## src/rtl/vga_timing_pkg.sv

```systemverilog
// Shared 640x480@60 timing constants, RGB565 colours and raster phase types
// for the VGA scan-side timing controller.
package vga_timing_pkg;

  localparam int VGA_H_ACTIVE = 640;
  localparam int VGA_H_FRONT  = 16;
  localparam int VGA_H_SYNC   = 96;
  localparam int VGA_H_BACK   = 48;
  localparam int VGA_H_TOTAL  = VGA_H_ACTIVE + VGA_H_FRONT + VGA_H_SYNC + VGA_H_BACK;

  localparam int VGA_V_ACTIVE = 480;
  localparam int VGA_V_FRONT  = 10;
  localparam int VGA_V_SYNC   = 2;
  localparam int VGA_V_BACK   = 33;
  localparam int VGA_V_TOTAL  = VGA_V_ACTIVE + VGA_V_FRONT + VGA_V_SYNC + VGA_V_BACK;

  localparam int COORD_W = 10;

  typedef logic [COORD_W-1:0] coord_t;
  typedef logic [15:0]        rgb565_t;

  localparam rgb565_t RGB_WHITE   = 16'hFFFF;
  localparam rgb565_t RGB_YELLOW  = 16'hFFE0;
  localparam rgb565_t RGB_CYAN    = 16'h07FF;
  localparam rgb565_t RGB_GREEN   = 16'h07E0;
  localparam rgb565_t RGB_MAGENTA = 16'hF81F;
  localparam rgb565_t RGB_RED     = 16'hF800;
  localparam rgb565_t RGB_BLUE    = 16'h001F;
  localparam rgb565_t RGB_BLACK   = 16'h0000;

  typedef enum logic [1:0] {
    ACTIVE = 2'd0,
    FRONT  = 2'd1,
    SYNC   = 2'd2,
    BACK   = 2'd3
  } phase_e;

  // Sync bits are carried active-low so the blank state is simply "all high, not valid".
  typedef struct packed {
    logic hsync_n;
    logic vsync_n;
    logic valid;
  } flags_t;

  localparam flags_t FLAGS_IDLE = '{hsync_n: 1'b1, vsync_n: 1'b1, valid: 1'b0};

  // Eight 80-pixel colour bars: index = x[9:4] / 5.
  function automatic rgb565_t bar_colour(input coord_t x);
    logic [5:0] idx;
    idx = x[9:4] / 6'd5;
    case (idx[2:0])
      3'd0:    return RGB_WHITE;
      3'd1:    return RGB_YELLOW;
      3'd2:    return RGB_CYAN;
      3'd3:    return RGB_GREEN;
      3'd4:    return RGB_MAGENTA;
      3'd5:    return RGB_RED;
      3'd6:    return RGB_BLUE;
      default: return RGB_BLACK;
    endcase
  endfunction

endpackage

```

## src/rtl/vga_timing_ctrl_if.sv

```systemverilog
// Drawer/display-side signal bundle of the VGA timing controller; the
// controller uses the master view, the drawer/board model the slave view.
interface vga_timing_ctrl_if;
  import vga_timing_pkg::*;

  rgb565_t iRGB;
  coord_t  oVGA_X;
  coord_t  oVGA_Y;
  logic    oRequest;
  logic    oFrame_start;
  logic    oHsync;
  logic    oVsync;
  logic    oValid;
  rgb565_t oRGB;

  modport master (
    input  iRGB,
    output oVGA_X, oVGA_Y, oRequest, oFrame_start,
    output oHsync, oVsync, oValid, oRGB
  );

  modport slave (
    output iRGB,
    input  oVGA_X, oVGA_Y, oRequest, oFrame_start,
    input  oHsync, oVsync, oValid, oRGB
  );

endinterface

```

## src/rtl/vga_sync_counter.sv

```systemverilog
// Wrap counter 0..TOTAL-1 with active/front/sync/back phase decode; used once
// per raster axis, the vertical instance stepping on the horizontal wrap.
module vga_sync_counter
  import vga_timing_pkg::*;
#(
  parameter int ACTIVE_LEN = VGA_H_ACTIVE,
  parameter int FRONT_LEN  = VGA_H_FRONT,
  parameter int SYNC_LEN   = VGA_H_SYNC,
  parameter int BACK_LEN   = VGA_H_BACK
) (
  input  logic   clk,
  input  logic   rst_n,
  input  logic   en,
  output coord_t cnt,
  output phase_e phase
);

  localparam int     TOTAL     = ACTIVE_LEN + FRONT_LEN + SYNC_LEN + BACK_LEN;
  localparam coord_t LAST      = coord_t'(TOTAL - 1);
  localparam coord_t ACT_END   = coord_t'(ACTIVE_LEN);
  localparam coord_t FRONT_END = coord_t'(ACTIVE_LEN + FRONT_LEN);
  localparam coord_t SYNC_END  = coord_t'(ACTIVE_LEN + FRONT_LEN + SYNC_LEN);

  // NOTE: state is updated with non-blocking assignments so every flop samples
  // pre-edge values regardless of process evaluation order.
  always_ff @(posedge clk or negedge rst_n) begin
    if (!rst_n) begin
      cnt <= '0;
    end else if (en) begin
      cnt <= (cnt == LAST) ? '0 : cnt + coord_t'(1);
    end
  end

  // NOTE: phase gets a default before the if-chain so no path leaves it
  // unassigned, which would otherwise infer a latch.
  always_comb begin
    phase = BACK;
    if (cnt < ACT_END) begin
      phase = ACTIVE;
    end else if (cnt < FRONT_END) begin
      phase = FRONT;
    end else if (cnt < SYNC_END) begin
      phase = SYNC;
    end
  end

endmodule

```

## src/rtl/vga_timing_ctrl.sv

```systemverilog
// VGA raster timing controller: issues pixel coordinates to the drawer and
// re-aligns hsync/vsync/valid with the returned RGB after DRAW_LAT cycles.
// Build option VGA_TEST_PATTERN_EN replaces iRGB with eight colour bars.
module vga_timing_ctrl
  import vga_timing_pkg::*;
#(
  parameter int DRAW_LAT = 1,
  parameter int H_ACTIVE = VGA_H_ACTIVE,
  parameter int H_FRONT  = VGA_H_FRONT,
  parameter int H_SYNC   = VGA_H_SYNC,
  parameter int H_BACK   = VGA_H_BACK,
  parameter int V_ACTIVE = VGA_V_ACTIVE,
  parameter int V_FRONT  = VGA_V_FRONT,
  parameter int V_SYNC   = VGA_V_SYNC,
  parameter int V_BACK   = VGA_V_BACK
) (
  input  logic                  iVGA_CLK,
  input  logic                  iReset_n,
  vga_timing_ctrl_if.master     vga
);

  localparam int     H_TOTAL  = H_ACTIVE + H_FRONT + H_SYNC + H_BACK;
  localparam coord_t H_LAST   = coord_t'(H_TOTAL - 1);
  localparam int     LAST_STG = DRAW_LAT + 1;

  coord_t  h_cnt;
  coord_t  v_cnt;
  phase_e  h_phase;
  phase_e  v_phase;
  logic    h_last;
  logic    active;
  rgb565_t rgb_src;

  assign h_last = (h_cnt == H_LAST);
  assign active = (h_phase == ACTIVE) && (v_phase == ACTIVE);

  vga_sync_counter #(
    .ACTIVE_LEN (H_ACTIVE),
    .FRONT_LEN  (H_FRONT),
    .SYNC_LEN   (H_SYNC),
    .BACK_LEN   (H_BACK)
  ) u_h_counter (
    .clk   (iVGA_CLK),
    .rst_n (iReset_n),
    .en    (1'b1),
    .cnt   (h_cnt),
    .phase (h_phase)
  );

  vga_sync_counter #(
    .ACTIVE_LEN (V_ACTIVE),
    .FRONT_LEN  (V_FRONT),
    .SYNC_LEN   (V_SYNC),
    .BACK_LEN   (V_BACK)
  ) u_v_counter (
    .clk   (iVGA_CLK),
    .rst_n (iReset_n),
    .en    (h_last),
    .cnt   (v_cnt),
    .phase (v_phase)
  );

  // Coordinate stage: the drawer only ever sees in-range coordinates.
  always_ff @(posedge iVGA_CLK or negedge iReset_n) begin
    if (!iReset_n) begin
      vga.oVGA_X       <= '0;
      vga.oVGA_Y       <= '0;
      vga.oRequest     <= 1'b0;
      vga.oFrame_start <= 1'b0;
    end else begin
      vga.oVGA_X       <= active ? h_cnt : '0;
      vga.oVGA_Y       <= active ? v_cnt : '0;
      vga.oRequest     <= active;
      vga.oFrame_start <= active && (h_cnt == '0) && (v_cnt == '0);
    end
  end

  // chain[0] sits alongside the coordinate registers; chain[k] is k cycles later,
  // so chain[DRAW_LAT] lines up with the iRGB currently arriving.
  flags_t chain [LAST_STG+1];

  // NOTE: the delay line is short and feeds pins, so every stage is reset to
  // the blank state rather than left unreset like a storage RAM.
  always_ff @(posedge iVGA_CLK or negedge iReset_n) begin
    if (!iReset_n) begin
      for (int i = 0; i <= LAST_STG; i++) begin
        chain[i] <= FLAGS_IDLE;
      end
    end else begin
      chain[0] <= '{hsync_n: (h_phase != SYNC),
                    vsync_n: (v_phase != SYNC),
                    valid:   active};
      for (int i = 1; i <= LAST_STG; i++) begin
        chain[i] <= chain[i-1];
      end
    end
  end

`ifdef VGA_TEST_PATTERN_EN
  // Delayed x, aligned stage-for-stage with chain[], picks the bar colour.
  coord_t x_dly [DRAW_LAT+1];

  always_ff @(posedge iVGA_CLK or negedge iReset_n) begin
    if (!iReset_n) begin
      for (int i = 0; i <= DRAW_LAT; i++) begin
        x_dly[i] <= '0;
      end
    end else begin
      x_dly[0] <= active ? h_cnt : '0;
      for (int i = 1; i <= DRAW_LAT; i++) begin
        x_dly[i] <= x_dly[i-1];
      end
    end
  end

  assign rgb_src = bar_colour(x_dly[DRAW_LAT]);
`else
  assign rgb_src = vga.iRGB;
`endif

  always_ff @(posedge iVGA_CLK or negedge iReset_n) begin
    if (!iReset_n) begin
      vga.oRGB <= '0;
    end else begin
      vga.oRGB <= chain[DRAW_LAT].valid ? rgb_src : '0;
    end
  end

  assign vga.oHsync = chain[LAST_STG].hsync_n;
  assign vga.oVsync = chain[LAST_STG].vsync_n;
  assign vga.oValid = chain[LAST_STG].valid;

endmodule

```

## src/flat_wrapper.sv

```systemverilog
// flat-port wrapper written by rule: the top's interface ports become plain ports
module vga_timing_ctrl_flat import vga_timing_pkg::*;
#(
  parameter int DRAW_LAT = 1,
  parameter int H_ACTIVE = VGA_H_ACTIVE,
  parameter int H_FRONT  = VGA_H_FRONT,
  parameter int H_SYNC   = VGA_H_SYNC,
  parameter int H_BACK   = VGA_H_BACK,
  parameter int V_ACTIVE = VGA_V_ACTIVE,
  parameter int V_FRONT  = VGA_V_FRONT,
  parameter int V_SYNC   = VGA_V_SYNC,
  parameter int V_BACK   = VGA_V_BACK
)
  (iVGA_CLK, iReset_n, vga_iRGB, vga_oVGA_X, vga_oVGA_Y, vga_oRequest, vga_oFrame_start, vga_oHsync, vga_oVsync, vga_oValid, vga_oRGB);
  vga_timing_ctrl_if vga_i ();
  input  logic iVGA_CLK;
  input  logic iReset_n;
  input wire logic [$bits(vga_i.iRGB)-1:0] vga_iRGB;
  output wire logic [$bits(vga_i.oVGA_X)-1:0] vga_oVGA_X;
  output wire logic [$bits(vga_i.oVGA_Y)-1:0] vga_oVGA_Y;
  output wire logic [$bits(vga_i.oRequest)-1:0] vga_oRequest;
  output wire logic [$bits(vga_i.oFrame_start)-1:0] vga_oFrame_start;
  output wire logic [$bits(vga_i.oHsync)-1:0] vga_oHsync;
  output wire logic [$bits(vga_i.oVsync)-1:0] vga_oVsync;
  output wire logic [$bits(vga_i.oValid)-1:0] vga_oValid;
  output wire logic [$bits(vga_i.oRGB)-1:0] vga_oRGB;
  assign vga_i.iRGB = vga_iRGB;
  assign vga_oVGA_X = vga_i.oVGA_X;
  assign vga_oVGA_Y = vga_i.oVGA_Y;
  assign vga_oRequest = vga_i.oRequest;
  assign vga_oFrame_start = vga_i.oFrame_start;
  assign vga_oHsync = vga_i.oHsync;
  assign vga_oVsync = vga_i.oVsync;
  assign vga_oValid = vga_i.oValid;
  assign vga_oRGB = vga_i.oRGB;
  vga_timing_ctrl #(.DRAW_LAT(DRAW_LAT), .H_ACTIVE(H_ACTIVE), .H_FRONT(H_FRONT), .H_SYNC(H_SYNC), .H_BACK(H_BACK), .V_ACTIVE(V_ACTIVE), .V_FRONT(V_FRONT), .V_SYNC(V_SYNC), .V_BACK(V_BACK)) u_core (.iVGA_CLK(iVGA_CLK), .iReset_n(iReset_n), .vga(vga_i));
endmodule
```

## config.mk

```make
export PLATFORM = sky130hd
export DESIGN_NAME = vga_timing_ctrl_flat
export DESIGN_NICKNAME = d
export VERILOG_FILES = /design/src/rtl/vga_timing_pkg.sv /design/src/rtl/vga_timing_ctrl_if.sv /design/src/rtl/vga_sync_counter.sv /design/src/rtl/vga_timing_ctrl.sv /design/src/flat_wrapper.sv
export SDC_FILE = /design/constraint.sdc
export NUM_CORES = 1
export LEC_CHECK = 0
export BUFFER_PORTS_ARGS = -buffer_cell sky130_fd_sc_hd__buf_4
export CORE_ASPECT_RATIO = 0.7
export CORE_MARGIN = 4
export CORE_UTILIZATION = 53
export DETAILED_ROUTE_END_ITERATION = 10
export PLACE_DENSITY_LB_ADDON = 0.15
export SETUP_SLACK_MARGIN = 0.02
export SLEW_MARGIN = 40
export SYNTH_ARGS = -nofsm -noshare
export SYNTH_HDL_FRONTEND = slang
export SYNTH_SLANG_ARGS = --single-unit
```

## constraint.sdc

```tcl
create_clock -name iVGA_CLK -period 2.1 [get_ports iVGA_CLK]
set_input_delay 0.42 -clock iVGA_CLK [delete_from_list [all_inputs] [get_ports iVGA_CLK]]
set_output_delay 0.42 -clock iVGA_CLK [all_outputs]
set_load 0.01 [all_outputs]
```

==> reports/qor.yml, run 1 <==
logic_synthesis:
  synth_edf_count: 0
  netlist.top_cell.by_area: "sky130_fd_sc_hd__dfrtp_1"
  netlist_area_um2: 2580
  synthesis.yosys.warnings: 0
  predominant_post_synthesis_flop_cell: "sky130_fd_sc_hd__dfrtp_1"
  avgSynthCellArea_um2: 12.5
  yosysSeqAreaShare_pct: 64.3
  yosys_register_bits: 66
  synthesis.instances: 207
  synth_cell_type_count: 35
  synth.net_count: 229
  async_flop_share_pct: 100
  proportion_of_netlist_area_held_by_the_largest_area_contributor_pct: 58.2
  synth_area_leaders: "sky130_fd_sc_hd__dfrtp_1 (58%), sky130_fd_sc_hd__and2_1 (7.3%), sky130_fd_sc_hd__dfstp_2 (6.1%)"
global_routing:
  grt_usage_pct: 17.4
  maximum_number_of_pins_on_one_net_before_global_route_repair: 37
  grt_first_pass_wirelength_um: 7780
  total_grt_overflow: 0
  antenna_found_initial: 0
  first_global_vias: 1565
worst_setup_path:
  critical_path_buffer_and_inverter_count: 0
  cp_data_arrival_time_ps: 2080
  timing.critical_path.depth: 5
  r2r.worst_path.cells: 5
  timing.critical_path.slowest_cell_delay_ps: 440
  critical_path_cell_list: "ha_1 > and4_1 > and4_1 > o21ai_0 > a21o_1"
  criticalPathCategory: "register to register"
  cpMostUsedCell: "sky130_fd_sc_hd__and4_1"
  crit_required_ps: 2330
  crit_slowest_cell: "sky130_fd_sc_hd__and4_1"
  timing.critical_path.to_type: "register"
  crit_path_start_kind: "register"
  path_max_fanout: 10
  critical_path.top_delay_family: "simple AND/OR/NAND/NOR gates"
detailed_routing:
  drt_drc_violations_left: 0
  avgRoutedWirePerCell_um: 14.9
  drtPass1Iterations: 4
  detail-route-antenna-nets: 0
  route.detailed.vias_per_inst: 5.26
  postRouteWirelength_um: 4860
  initialDrtViolationCount: 124
  vias: 1714
clock_network:
  cts_buffer_depth: 2
  cts_made_buffers: 9
  path_clk_slew_ps: 70
  cts_resized: 0
  htreeDepth: 3
  post-cts-setup-buffers: 0
  cts.sink_count: 66
  clock_insertion_delay_worst_skew_ps: 340
  postCtsHoldBufs: 0
  tritoncts: "done"
  ctsRootBufferMaster: "sky130_fd_sc_hd__clkbuf_8"
pwr:
  powerDensity_nw_per_um2: 845
  power.static_leakage_nw: 1.58
  ir_worst_vdd_mv: 0.926
timing:
  timing.final.max_slew_violations: 0
  setup_viol: 0
  rsz0062_at_grt: "false"
  totalNegativeSetupSlack_ps: 0
  maxClockFrequency_mhz: 542
  hold_slack_ps: 9.00
  final_min_period_over_clock_period_pct: 87.9
  relSlewSlack_pct: 63.8
  final.setup_skew_ps: 3.53
  max_slew.worst_pin.slew_ps: 541
  finalHoldViolCount: 0
  final_worst_path_period_need_ps: 1850
floorplan:
  placement_rows: 20
  die-width_um: 91.4
  core_um2: 4500
  floorplan.initialDensity_pct: 57.2
  die_h_um: 66.4
  fp.dieArea_um2: 6060
  floorplan.io_pins: 59
layout:
  layout-drive-gt1-share_pct: 32.1
  area.growth.synth_to_final_pct: 27.3
  diodes: 0
  fin_nets: 288
status:
  outcome: "completed"
place:
  globalplace.congestion: 0.839
  port-buffer-count: 58
  hpwl_um: 3290
run:
  cap_viol_max_count: 0
min_path:
  hp-class: "input port to async pin"
-- logic make-up after synthesis --
group / after synthesis / synth area share, %
adder cells (fa/ha/maj): 4 / 1.94
XOR/XNOR: 10 / 3.40
other: 1 / 0.145
AO/OA/AOI/OAI: 16 / 3.78
buffers and inverters: 18 / 4.66
AND/OR/NAND/NOR: 92 / 21.7
flip-flops: 66 / 64.3
-- where the power goes --
group | internal, mW | total [mW] | leakage [nW] | switching, mW
clock network | 0.915 | 1.39 | 0.131 | 0.470
logic | 0.0512 | 0.0965 | 0.623 | 0.0453
registers | 1.29 | 1.29 | 0.822 | 0.00433
total | 2.25 | 2.77 | 1.58 | 0.520
-- worst reg2reg max path: cells and delay by family (launching register included) --
kind / cells / cell delay, ps
and+or+nand+nor: 2 / 730
DFF: 1 / 400
AOI/OAI and AO/OA: 2 / 360
adders and majority gates: 1 / 250
-- synth_stat cells, drive strengths merged, types with 3 or more instances --
| master | number |
|---|---|
| a21oi | 3 |
| and2 | 31 |
| and3 | 5 |
| buf | 11 |
| dfrtp | 60 |
| dfstp | 6 |
| ha | 4 |
| inv | 5 |
| nand2 | 7 |
| nand3 | 11 |
| nand4 | 8 |
| nor2 | 11 |
| nor3 | 5 |
| nor4 | 6 |
| o21ai | 5 |
| xnor2 | 5 |
| xor2 | 5 |
-- path summary, 6_finish.rpt --
path / from / end / slack, ps
worst max-delay path: u_core.u_h_counter.cnt[0] / u_core.u_v_counter.cnt[2] / 250
worst min-delay path: iReset_n / u_core.vga.oVGA_X[2] / 9
worst max register to register: u_core.u_h_counter.cnt[0] / u_core.u_v_counter.cnt[2] / 250
worst min register to register: u_core.chain[8] / u_core.chain[5] / 350
max in group asynchronous: iReset_n / u_core.vga.oVsync / 1520
min in group iVGA_CLK: vga_iRGB[14] / u_core.vga.oRGB[14] / 290
-- cells in the final DEF, fill, tap and decap left out, drive strengths merged, types with 4 or more instances in the layout --
cell type  count
xnor2          5
o21ai          5
nand2          7
xor2           5
nor3           5
clkbuf        10
bufinv         4
ha             4
nor2          11
dfrtp         60
and2          31
nand3         11
and3           5
buf           61
inv            6
dfstp          6
nor4           6
nand4          8
-- final cells by class --
cell class	count	area, um2
Clock buffer	10	128
Fill cell	330	1220
Inverter	5	18.8
Tap cell	55	68.8
Multi-Input combinational cell	123	800
Timing Repair Buffer	61	470
Sequential cell	66	1660
Clock inverter	6	138
-- registers in the layout (all words and copies together), names as in the netlist --
name,flops
u_core.chain,5
u_core.u_h_counter.cnt,10
u_core.u_v_counter.cnt,10
u_core.vga.oFrame_start,1
u_core.vga.oHsync,1
u_core.vga.oRGB,16
u_core.vga.oRequest,1
u_core.vga.oVGA_X,10
u_core.vga.oVGA_Y,10
u_core.vga.oValid,1
u_core.vga.oVsync,1
-- metrics by stage --
stage	setup slack, ps	area (um2)	utilization [%]	instances	total power [mW]
5_1_grt	95.7	3280	72.9	326	2.86
4_1_cts	264	3280	72.9	326	2.81
3_3_place_gp	304	3020	67.0	310	1.41
3_5_place_dp	280	3020	67.0	310	1.42
2_1_floorplan	557	2580	-	207	1.34
6_report	254	3280	72.9	326	2.77
-- routing by layer --
layer | track usage (%) | vias up | share of wire, %
li1 | - | 817 | -
met1 | 22.7 | 832 | 47
met2 | 26.1 | 56 | 45
met3 | 5.92 | 9 | 6.4
met4 | 8.46 | 0 | 1.6
met5 | 0 | - | 0
Note: power is estimated with default switching activity, not from simulation.
==> run 2, diff against run 1 <==
Settings changed: CELL_PAD_IN_SITES_DETAIL_PLACEMENT set to 1, CELL_PAD_IN_SITES_GLOBAL_PLACEMENT set to 1, CORE_UTILIZATION 53 to 42.
==> reports/qor.yml, run 2 (synthesis results as in run 1) <==
place:
  port-buffer-count: 58
  preCtsSetupSlack_ps: 265
  globalplace.congestion: 0.863
  hpwl_um: 4050
  post_dp_cell_area_um2: 3040
clock_network:
  tritoncts: "done"
  path_clk_slew_ps: 70
  cts_buffer_depth: 2
  cts.sink_count: 66
  htreeDepth: 3
  clock_insertion_delay_worst_skew_ps: 340
  post-cts-setup-buffers: 0
  ctsRootBufferMaster: "sky130_fd_sc_hd__clkbuf_8"
  cts_made_buffers: 9
worst_setup_path:
  critical_path_cell_list: "ha_1 > and4_1 > nand4_1 > or3_1 > o21ai_0"
  cp_data_arrival_time_ps: 2120
  criticalPathCategory: "register to register"
  r2r.worst_path.cells: 5
  startpoint: "u_core.u_h_counter.cnt[0]"
  reg2reg_to: "u_core.u_v_counter.cnt[3]"
  setup.worst_path.end: "u_core.u_v_counter.cnt[3]"
  path_max_fanout: 6
  crit-reg2reg-launch: "u_core.u_h_counter.cnt[0]"
  timing.critical_path.slowest_cell_delay_ps: 430
  timing.critical_path.to_type: "register"
  crit_slowest_cell: "sky130_fd_sc_hd__or3_1"
  crit_path_start_kind: "register"
  ff2ff_setup_slack_ps: 230
  crit_required_ps: 2360
run:
  cap_viol_max_count: 0
timing:
  final_min_period_over_clock_period_pct: 88.9
  finalHoldViolCount: 0
  final_worst_slack_ps: 233
  setup_viol: 0
  final.setup_skew_ps: 8.17
  timing.final.max_slew_violations: 0
  final_worst_path_period_need_ps: 1870
  maxClockFrequency_mhz: 536
  totalNegativeSetupSlack_ps: 0
  rsz0062_at_grt: "false"
floorplan:
  die-width_um: 102
  floorplan.io_pins: 59
  floorplan.initialDensity_pct: 44.1
  core_um2: 5840
  die_h_um: 73.6
  placement_rows: 23
  fp.dieArea_um2: 7480
layout:
  largest_register_ff_count: 16
  diodes: 0
  final_design_area_no_fill_um2: 3240
  area.growth.synth_to_final_pct: 25.8
  most_frequent_cells_in_the_layout: "sky130_fd_sc_hd__buf_4 (60), sky130_fd_sc_hd__dfrtp_1 (60), sky130_fd_sc_hd__and2_1 (30)"
  fin_nets: 289
  largest_register: "u_core.vga.oRGB"
  layout-drive-gt1-share_pct: 32.0
detailed_routing:
  detail-route-antenna-nets: 0
  vias: 1720
  postRouteWirelength_um: 5670
  drt_drc_violations_left: 0
  route.detailed.vias_per_inst: 4.96
  avgRoutedWirePerCell_um: 16.3
  drtPass1Iterations: 4
  initialDrtViolationCount: 60
pwr:
  powerDensity_nw_per_um2: 742
  total_power_mw: 2.41
  ir_worst_vdd_mv: 0.442
  power.static_leakage_nw: 1.55
global_routing:
  first_global_vias: 1787
  antenna_found_initial: 0
  grt_first_pass_wirelength_um: 9580
  total_grt_overflow: 0
  grt_usage_pct: 17.2
  maximum_number_of_pins_on_one_net_before_global_route_repair: 45
min_path:
  hp-class: "input port to register"
status:
  outcome: "completed"
run 2: what timing repair did:
item	CTS	global route
endpoints found under the setup margin	0	2
resized for setup	0	1
hold endpoints to repair	19	0
hold buffers	1	0
run 2: worst min path at each step:
stage / slack (ps) / endpoint / from / cells after the start
after floorplan: 120 / u_core.chain[3] / iReset_n / 0
after global placement: 330 / u_core.vga.oVGA_X[6] / iReset_n / 1
after detailed placement: 340 / u_core.vga.oVGA_Y[9] / iReset_n / 1
after CTS: 280 / u_core.vga.oRGB[5] / vga_iRGB[5] / 2
after global routing: 270 / u_core.vga.oRGB[13] / vga_iRGB[13] / 2
final: 290 / u_core.vga.oRGB[5] / vga_iRGB[5] / 2
run 2: where the power goes:
group          switching, mW  leakage, nW  total, mW  internal (mW)
clock                  0.468       0.0975       1.01          0.547
sequential           0.00486        0.822       1.29           1.29
combinational         0.0464        0.630     0.0988         0.0524
run 2: critical path: cells and delay by family, from the launching register on:
| kind | cells | cell delay, ps |
|---|---|---|
| flops | 1 | 420 |
| compound gates | 1 | 90 |
| fa+ha+maj | 1 | 260 |
| simple gates | 3 | 1020 |
run 2: layout make-up:
class                      count  area [um2]
clock inverter                 5        53.8
timing repair buffer          62         480
clock buffer                  11         131
inverter                       5        18.8
tap                           75        93.8
sequential                    66        1660
multi-input combinational    123         806
fill                         624        2600
run 2: metal layers:
metal / vias up / wire length, um / global-route usage [%]
met5: - / 0 / 0
met4: 0 / 77 / 6.19
met2: 46 / 2590 / 24.6
li1: 822 / - / -
met3: 8 / 331 / 5.79
met1: 844 / 2670 / 24.4
run 2: metrics by stage:
step	util [%]	instances	hold slack [ps]
6_report	55.5	347	291
5_1_grt	55.5	347	274
4_1_cts	55.4	347	276
3_5_place_dp	52.1	330	337
3_3_place_gp	52.1	330	330
2_1_floorplan	-	207	124
==> run 3, diff against run 2 <==
Settings changed: ABC_AREA set to 1, CORE_UTILIZATION 42 to 41.
==> reports/qor.yml, run 3 <==
global_routing:
  grt_first_pass_wirelength_um: 10100
  first_global_vias: 1952
  antenna_found_initial: 0
  total_grt_overflow: 0
  maximum_number_of_pins_on_one_net_before_global_route_repair: 67
  grt_usage_pct: 16.8
layout:
  final_common_cell: "sky130_fd_sc_hd__dfrtp_1"
  diodes: 0
  nFillCells: 722
  fin_nets: 341
  largest_register: "u_core.vga.oRGB"
  largest_register_ff_count: 16
  layout-drive-gt1-share_pct: 34.6
  stdcell_count: 402
  most_frequent_cells_in_the_layout: "sky130_fd_sc_hd__dfrtp_1 (60), sky130_fd_sc_hd__buf_4 (57), sky130_fd_sc_hd__inv_1 (42)"
  area.growth.synth_to_final_pct: 27.4
worst_setup_path:
  timing.critical_path.to_type: "register"
  ff2ff_setup_slack_ps: 420
  path_max_fanout: 19
  crit_path_start_kind: "register"
  cp_data_arrival_time_ps: 1910
  setup.worst_path.end: "u_core.u_v_counter.cnt[7]"
  reg2reg_to: "u_core.u_v_counter.cnt[7]"
  crit_required_ps: 2330
  crit-reg2reg-launch: "u_core.u_h_counter.cnt[0]"
  criticalPathCategory: "register to register"
  startpoint: "u_core.u_h_counter.cnt[0]"
  r2r.worst_path.cells: 7
logic_synthesis:
  proportion_of_netlist_area_held_by_the_largest_area_contributor_pct: 56.3
  dominant_cell_by_count_in_the_synthesized_netlist: "sky130_fd_sc_hd__dfrtp_1"
  predominant_post_synthesis_flop_cell: "sky130_fd_sc_hd__dfrtp_1"
  avgSynthCellArea_um2: 10.5
  synth_cell_type_count: 28
  synth.net_count: 276
  yosys_register_bits: 66
  synth_edf_count: 0
  yosysSeqAreaShare_pct: 62.2
  synthesis.yosys.warnings: 0
  netlist_area_um2: 2670
  synthesis.instances: 254
  synth_area_leaders: "sky130_fd_sc_hd__dfrtp_1 (56%), sky130_fd_sc_hd__dfstp_2 (5.9%), sky130_fd_sc_hd__inv_1 (5.9%)"
  yosys-top-cells-count: "sky130_fd_sc_hd__dfrtp_1 (60), sky130_fd_sc_hd__inv_1 (42), sky130_fd_sc_hd__nand2_1 (40)"
  async_flop_share_pct: 100
  netlist.top_cell.by_area: "sky130_fd_sc_hd__dfrtp_1"
clock_network:
  cts_resized: 0
  ctsRootBufferMaster: "sky130_fd_sc_hd__clkbuf_8"
  cts_made_buffers: 9
  path_clk_slew_ps: 80
  cts_buffer_depth: 2
  cts.sink_count: 66
  clock_insertion_delay_worst_skew_ps: 350
  postCtsHoldBufs: 0
  tritoncts: "done"
  htreeDepth: 3
  post-cts-setup-buffers: 0
timing:
  relSlewSlack_pct: 59.5
  final_worst_slack_ps: 420
  timing.final.max_slew_violations: 0
  setup_viol: 0
  maxClockFrequency_mhz: 595
  final.setup_skew_ps: 7.14
  finalHoldViolCount: 0
  max_slew.worst_pin.slew_ps: 607
  final_min_period_over_clock_period_pct: 80.0
  totalNegativeSetupSlack_ps: 0
  final_worst_path_period_need_ps: 1680
  rsz0062_at_grt: "false"
detailed_routing:
  route.detailed.vias_per_inst: 4.70
  initialDrtViolationCount: 59
  drt_drc_violations_left: 0
  drtPass1Iterations: 4
  vias: 1889
  postRouteWirelength_um: 6130
  avgRoutedWirePerCell_um: 15.2
  detail-route-antenna-nets: 0
floorplan:
  die_h_um: 75.5
  floorplan.initialDensity_pct: 42.5
  placement_rows: 24
  core_um2: 6280
  fp.dieArea_um2: 7880
  floorplan.io_pins: 59
  die-width_um: 104
pwr:
  ir_worst_vdd_mv: 0.306
  power.static_leakage_nw: 1.81
  powerDensity_nw_per_um2: 789
place:
  port-buffer-count: 58
  globalplace.congestion: 0.793
  preCtsSetupSlack_ps: 429
  dpl.cell_count: 386
  hpwl_um: 4260
status:
  outcome: "completed"
min_path:
  hp-class: "input port to async pin"
run:
  cap_viol_max_count: 0
run 3: area by class of cell:
type	count	area (um2)	area share [%]
Clock inverter	6	115	3.38
Timing Repair Buffer	58	439	12.9
Tap cell	78	97.6	2.87
Inverter	45	171	5.04
Clock buffer	10	128	3.75
Sequential cell	66	1660	48.8
Multi-Input combinational cell	139	791	23.3
run 3: critical path, stage by stage (launching register included):
cell                      delay, ps
sky130_fd_sc_hd__dfrtp_1        390
sky130_fd_sc_hd__ha_1           230
sky130_fd_sc_hd__nand2_2        100
sky130_fd_sc_hd__nor2_4         190
sky130_fd_sc_hd__nand2_4         80
sky130_fd_sc_hd__nor2_8         330
sky130_fd_sc_hd__nand2_2         80
sky130_fd_sc_hd__xor2_1         160
run 3: stage by stage:
step	instance area [um2]	hold slack [ps]	utilization, %	power (mW)
after detailed placement	3150	347	50.3	1.42
final	3400	46.3	54.2	2.68
after CTS	3400	179	54.1	2.72
after floorplan	2670	124	-	1.34
after global placement	3150	346	50.3	1.41
after global routing	3400	73.0	54.2	2.80
run 3: routing by layer:
metal,wire [um],track usage (%)
met1,2940,22.5
met2,2740,25.5
met3,356,6.10
met4,92,6.19
met5,0,0
run 3: worst min-delay path by stage:
stage / start / end / slack, ps / depth (start not counted)
detailed placement: u_core.chain[7] / u_core.chain[4] / 350 / 0
global route: iReset_n / u_core.vga.oRGB[4] / 70 / 1
finish: iReset_n / u_core.vga.oRGB[2] / 50 / 1
floorplan: iReset_n / u_core.chain[3] / 120 / 0
global placement: u_core.chain[5] / u_core.vga.oHsync / 350 / 0
CTS: iReset_n / u_core.vga.oRGB[2] / 180 / 1
run 3: cell families after synthesis:
group / synth area share [%]
xor+xnor: 1.97
fa+ha+maj: 1.88
buf+inv: 8.20
flops: 62.2
other cells: 0.141
simple gates: 21.3
compound gates: 4.31
run 3: power by group:
part           switching [mW]  internal (mW)  leakage (nW)
registers             0.00470           1.29         0.822
logic                  0.0513         0.0458         0.875
clock network           0.500          0.793         0.117
